`config.mk`:
```
export PLATFORM = sky130hd
export DESIGN_NAME = movimenta_aster
export DESIGN_NICKNAME = d
export VERILOG_FILES = /design/src/rtl/movimenta_aster.sv
export SDC_FILE = /design/constraint.sdc
export NUM_CORES = 1
export LEC_CHECK = 0
export CAP_MARGIN = 20
export CORE_UTILIZATION = 50
export DETAILED_ROUTE_END_ITERATION = 10
export GPL_ROUTABILITY_DRIVEN = 0
export GPL_TIMING_DRIVEN = 0
export PLACE_DENSITY_LB_ADDON = 0.08
export SKIP_LAST_GASP = 1
export SLEW_MARGIN = 10
export SYNTH_ARGS = -nofsm -noshare
export SYNTH_HDL_FRONTEND = slang
export SYNTH_SLANG_ARGS = --single-unit
```
`constraint.sdc`:
```
create_clock -name clk -period 5.63 [get_ports clk]
set_input_delay 0.8445 -clock clk [delete_from_list [all_inputs] [get_ports clk]]
set_output_delay 0.8445 -clock clk [all_outputs]
set_load 0.02 [all_outputs]
```
`src/rtl/movimenta_aster.sv`:
```
// Asteroid mover: one read-modify-write sweep of the descriptor RAM per game tick.
// Optional MOVIMENTA_ASTER_PARA_COLISAO_EN: stop the sweep at the first collision.
module movimenta_aster #(
  parameter int unsigned N_MAX     = 16,
  parameter int unsigned LARG_ADDR = 4,
  parameter int unsigned CENTRO    = 7
) (
  input  logic                 clk,
  input  logic                 rst_n,
  input  logic                 iniciar,
  input  logic [LARG_ADDR:0]   n_aster,
  output logic [LARG_ADDR-1:0] mem_addr,
  output logic                 mem_we,
  output logic [9:0]           mem_data,
  input  logic [9:0]           mem_q,
  output logic                 ocupado,
  output logic                 pronto,
  output logic                 colisao,
  output logic [LARG_ADDR-1:0] colisao_idx
);

  localparam int unsigned LARG_N = LARG_ADDR + 1;
  localparam int unsigned LARG_C = 4;
  localparam logic [LARG_C-1:0] CENTRO_C = LARG_C'(CENTRO);

  typedef enum logic [1:0] {OCIOSO, LE, ESCREVE, FIM} estado_t;

  estado_t              estado, estado_nx;
  logic [LARG_ADDR-1:0] idx, idx_nx;
  logic [LARG_N-1:0]    n_lat, n_lat_nx, n_clamp;
  logic [LARG_ADDR-1:0] mem_addr_nx, colisao_idx_nx;
  logic                 colisao_nx;
  logic [LARG_C-1:0]    x, y, x_nx, y_nx;
  logic [1:0]           dir;
  logic                 centro_rd, centro_wr, ultimo;

  assign x   = mem_q[9:6];
  assign y   = mem_q[5:2];
  assign dir = mem_q[1:0];

  // One cell step along dir; 4-bit wrap is intentional
  always_comb begin
    x_nx = x;
    y_nx = y;
    case (dir)
      2'b00:   x_nx = x + LARG_C'(1);
      2'b01:   x_nx = x - LARG_C'(1);
      2'b10:   y_nx = y + LARG_C'(1);
      default: y_nx = y - LARG_C'(1);
    endcase
  end

  assign centro_rd = (x == CENTRO_C) && (y == CENTRO_C);
  assign centro_wr = (x_nx == CENTRO_C) && (y_nx == CENTRO_C);
  assign n_clamp   = (n_aster > LARG_N'(N_MAX)) ? LARG_N'(N_MAX) : n_aster;
  assign ultimo    = ({1'b0, idx} == (n_lat - LARG_N'(1)));

  // Next-state and datapath; mem_we/mem_data follow mem_q in the same cycle
  always_comb begin
    estado_nx      = estado;
    idx_nx         = idx;
    n_lat_nx       = n_lat;
    mem_addr_nx    = mem_addr;
    colisao_nx     = colisao;
    colisao_idx_nx = colisao_idx;
    mem_we         = 1'b0;
    mem_data       = '0;
    case (estado)
      OCIOSO: begin
        if (iniciar) begin
          n_lat_nx       = n_clamp;
          idx_nx         = '0;
          colisao_nx     = 1'b0;
          colisao_idx_nx = '0;
          if (n_clamp != '0) begin
            estado_nx   = LE;
            mem_addr_nx = '0;
          end else begin
            estado_nx = FIM;
          end
        end
      end
      LE: estado_nx = ESCREVE;
      ESCREVE: begin
        if (!centro_rd) begin
          mem_we   = 1'b1;
          mem_data = {x_nx, y_nx, dir};
        end
        if (centro_rd || centro_wr) begin
          colisao_nx = 1'b1;
          if (!colisao) colisao_idx_nx = idx;
        end
`ifdef MOVIMENTA_ASTER_PARA_COLISAO_EN
        if (ultimo || centro_rd || centro_wr) begin
`else
        if (ultimo) begin
`endif
          estado_nx = FIM;
        end else begin
          idx_nx      = idx + LARG_ADDR'(1);
          mem_addr_nx = idx + LARG_ADDR'(1);
          estado_nx   = LE;
        end
      end
      default: estado_nx = OCIOSO;
    endcase
  end

  always_ff @(posedge clk or negedge rst_n) begin
    if (!rst_n) begin
      estado      <= OCIOSO;
      idx         <= '0;
      n_lat       <= '0;
      mem_addr    <= '0;
      colisao     <= 1'b0;
      colisao_idx <= '0;
      ocupado     <= 1'b0;
      pronto      <= 1'b0;
    end else begin
      estado      <= estado_nx;
      idx         <= idx_nx;
      n_lat       <= n_lat_nx;
      mem_addr    <= mem_addr_nx;
      colisao     <= colisao_nx;
      colisao_idx <= colisao_idx_nx;
      ocupado     <= (estado_nx != OCIOSO);
      pronto      <= (estado_nx == FIM);
    end
  end

endmodule

```
==> qor.csv <==
metric,value,unit
status,"finished, final reports clean",
start_util,0.5264,
drtAntennaViolNets,0,
synth-main-ff-cell,dfrtp_1,
synth-compound-area-share,0.1578,
placed_area,2019,um2
finalSetupTns,0,ps
hold_path_class,reg -> reg,
synth_fp_nets,214,
max-cap-violations,0,
antenna_found_initial,0,
hold_viol_final,0,
drc,0,
grt_pass1_vias,1420,
synthDistinctLibCells,43,
die_x,58.46,um
p_comb_frac,0.180,
synth-simple-area-share,0.2834,
die_y,58.46,um
holdBufCountCts,0,
setup_viol,0,
worstMarginPinSlew,632.8,ps
grt_first_pass_wirelength,6189,um
rsz0062_at_grt,no,
synth_fa_ha_area_frac,0.05181,
min_period,4626,ps
cts.sinks,22,
synth_top_cell_by_area,dfrtp_1,
startpoint,mem_q[0],
drive_above_1_share,0.04310,
cp.arrival,3780,ps
avgRoutedWirePerCell,13.69,um
synthXorXnorAreaFrac,0.06044,
finalClockSkew,14.57,ps
synth_edf_count,0,
cts_setup_buffers,0,
power.leakage,0.8527,nW
syn_to_final_growth,31.71,%
dp.final_hpwl,2888,um
crit_required,4790,ps
grt_max_degree,23,
synth.mux.area_fraction,0.04474,
crit_type,in -> out,
ctsResizeCount,0,
clkLatencyLatePin,310,ps
fp.coreArea,3028,um2
synth_top_family_by_area,simple AND/OR/NAND/NOR gates,
r2r-start,estado[0]$_DFF_PN0_,
route.vias.total,1544,
nNetsFinal,257,
drt_iter0_markers,64,
clock_path_buffers,2,
yosysWarnings,0,
min_from,mem_addr[2]$_DFFE_PN0P_,
crit_path_start_kind,input port,
syn-instance-count,190,
ir_worst_vdd,0.00009922,V
whs,537.0,ps
cts_tree,done,
antenna_cells,0,
drt-total-wl,3778,um
switchingPower,0.08299,mW
synth_top_area_frac,0.3454,
cts_made_buffers,3,
crit_fanout,10,
syn_area,1594,um2
dr.pass1.iters,5,
die_area,3418,um2
slew_violations,0,
synth_seq_area_share,0.3454,
via_per_inst,5.594,
stdcell_area,2100,um2
p_clk_frac,0.352,
timing.slew.headroom,0.5737,
ios,40,
synthArstFlopShare,1.000,
ys_ff_latch,22,
avgSynthCellArea,8.390,um2
path_clk_slew,120,ps
htreeDepth,1,
endpoint_kind,output port,
grtUsageTotal,0.2352,
synth_area_leaders,"dfrtp_1 35%, nand2_1 5.9%, o21ai_0 4.4%, nor2_1 4.0%, ha_1 3.9%",
max_freq,216.2,MHz
p_sw_frac,0.2393,
cellPowerDensity,165.2,nW/um2
portBuffers,37,
seqPwrFrac,0.468,
rows,20,
cts_root_buffer,clkbuf_4,
period_share,0.8217,
overflow,0,
intPower,0.2638,mW
[cells in the mapped netlist, drive strengths merged, types with 2 or more instances]
cell type / n
nand2: 25
dfrtp: 22
nor2: 17
o21ai: 15
inv: 11
clkbuf: 10
nand2b: 9
xnor2: 7
a21oi: 6
mux2i: 6
nand3: 6
ha: 5
and2: 4
nor3: 4
o2bb2ai: 4
xor2: 4
nand3b: 3
o211ai: 3
a31oi: 2
nand4: 2
nand4b: 2
nor2b: 2
or4b: 2
[cells by family (layout without fill, tap and decap cells)]
kind of cell / Yosys count / after routing
and+or+nand+nor: 83 / 83
AOI/OAI and AO/OA: 39 / 39
DFF: 22 / 22
buffers and inverters: 22 / 64
xor gates and xnor gates: 11 / 11
muxes: 7 / 7
adders and majority gates: 6 / 6
[metal layers]
metal / up-vias / part of all wire / track usage
met2: 46 / 0.50 / 0.4302
met4: 0 / 0.0082 / 0.07823
li1: 748 / - / -
met3: 4 / 0.035 / 0.03077
met1: 746 / 0.45 / 0.2841
met5: - / 0 / 0
[placed cells by master, fill, tap and decap left out, types with 2 or more instances in the layout]
cell type / Yosys / final
nand3_1: 6 / 6
o2bb2ai_1: 4 / 4
nand2b_1: 9 / 9
nand2_1: 25 / 25
nor2b_1: 2 / 2
clkdlybuf4s50_1: 0 / 37
or4b_1: 2 / 2
dfrtp_1: 22 / 22
clkbuf_4: 0 / 3
nand3b_1: 3 / 3
a31oi_1: 2 / 2
o21ai_0: 14 / 14
a21oi_1: 6 / 6
nor3_1: 4 / 4
xnor2_1: 7 / 7
nor2_1: 17 / 17
inv_1: 11 / 11
and2_1: 4 / 4
xor2_1: 4 / 4
ha_1: 5 / 5
nand4_1: 2 / 2
nand4b_1: 2 / 2
clkbuf_1: 10 / 10
mux2i_1: 6 / 6
o211ai_1: 3 / 3
[area by class of cell]
| type | count | area (um2) |
|---|---|---|
| tap | 44 | 55.05 |
| timing repair buffer | 38 | 397.9 |
| clock buffer | 3 | 22.52 |
| clock inverter | 1 | 30.03 |
| buffer | 11 | 48.80 |
| inverter | 11 | 41.29 |
| fill | 260 | 928.4 |
| sequential | 22 | 550.5 |
| multi-input combinational | 146 | 953.4 |
[path summary, 6_finish.rpt]
kind	to	cells past startpoint	slack, ps
setup / recovery	mem_data[5]	9	1000
hold / removal	mem_addr[2]$_DFFE_PN0P_	2	540
setup reg to reg	colisao_idx[1]$_DFFE_PN0P_	9	3360
hold reg to reg	mem_addr[2]$_DFFE_PN0P_	2	540
max in group asynchronous	colisao_idx[1]$_DFFE_PN0P_	2	4460
min in group asynchronous	mem_addr[2]$_DFFE_PN0P_	1	780
[per-stage QoR]
| stage | setup slack [ps] | cells | utilization | total power, mW |
|---|---|---|---|---|
| CTS | 1032 | 275 | 0.6843 | 0.3461 |
| finish | 1004 | 276 | 0.6934 | 0.3467 |
| detailed placement | 1057 | 271 | 0.6669 | 0.2248 |
| global placement | 1123 | 271 | 0.6669 | 0.2226 |
| global route | 830.1 | 276 | 0.6934 | 0.3616 |
| floorplan | 2115 | 190 | - | 0.1964 |
[power groups by stage]
stage                     combinational, mW  sequential (mW)  clock (mW)
after floorplan                      0.0277            0.169           0
after global placement               0.0573            0.165           0
after detailed placement             0.0594            0.165           0
after CTS                            0.0600            0.162       0.124
after global routing                 0.0677            0.163       0.131
final                                0.0624            0.162       0.122
[worst max-delay path: stages]
cell and delay, ps:
clkdlybuf4s50_1 470, clkbuf_1 310, nand2b_1 240, ha_1 320, nand3_1 130, or4bb_1 490
o211ai_1 190, and2_1 180, clkdlybuf4s50_1 590
[state kept, by name, indices dropped and copies added (netlist names)]
register / count
n_lat: 5
idx: 4
estado: 2
colisao_idx: 4
ocupado: 1
colisao: 1
pronto: 1
mem_addr: 4
(Power assumes the default switching activity.)
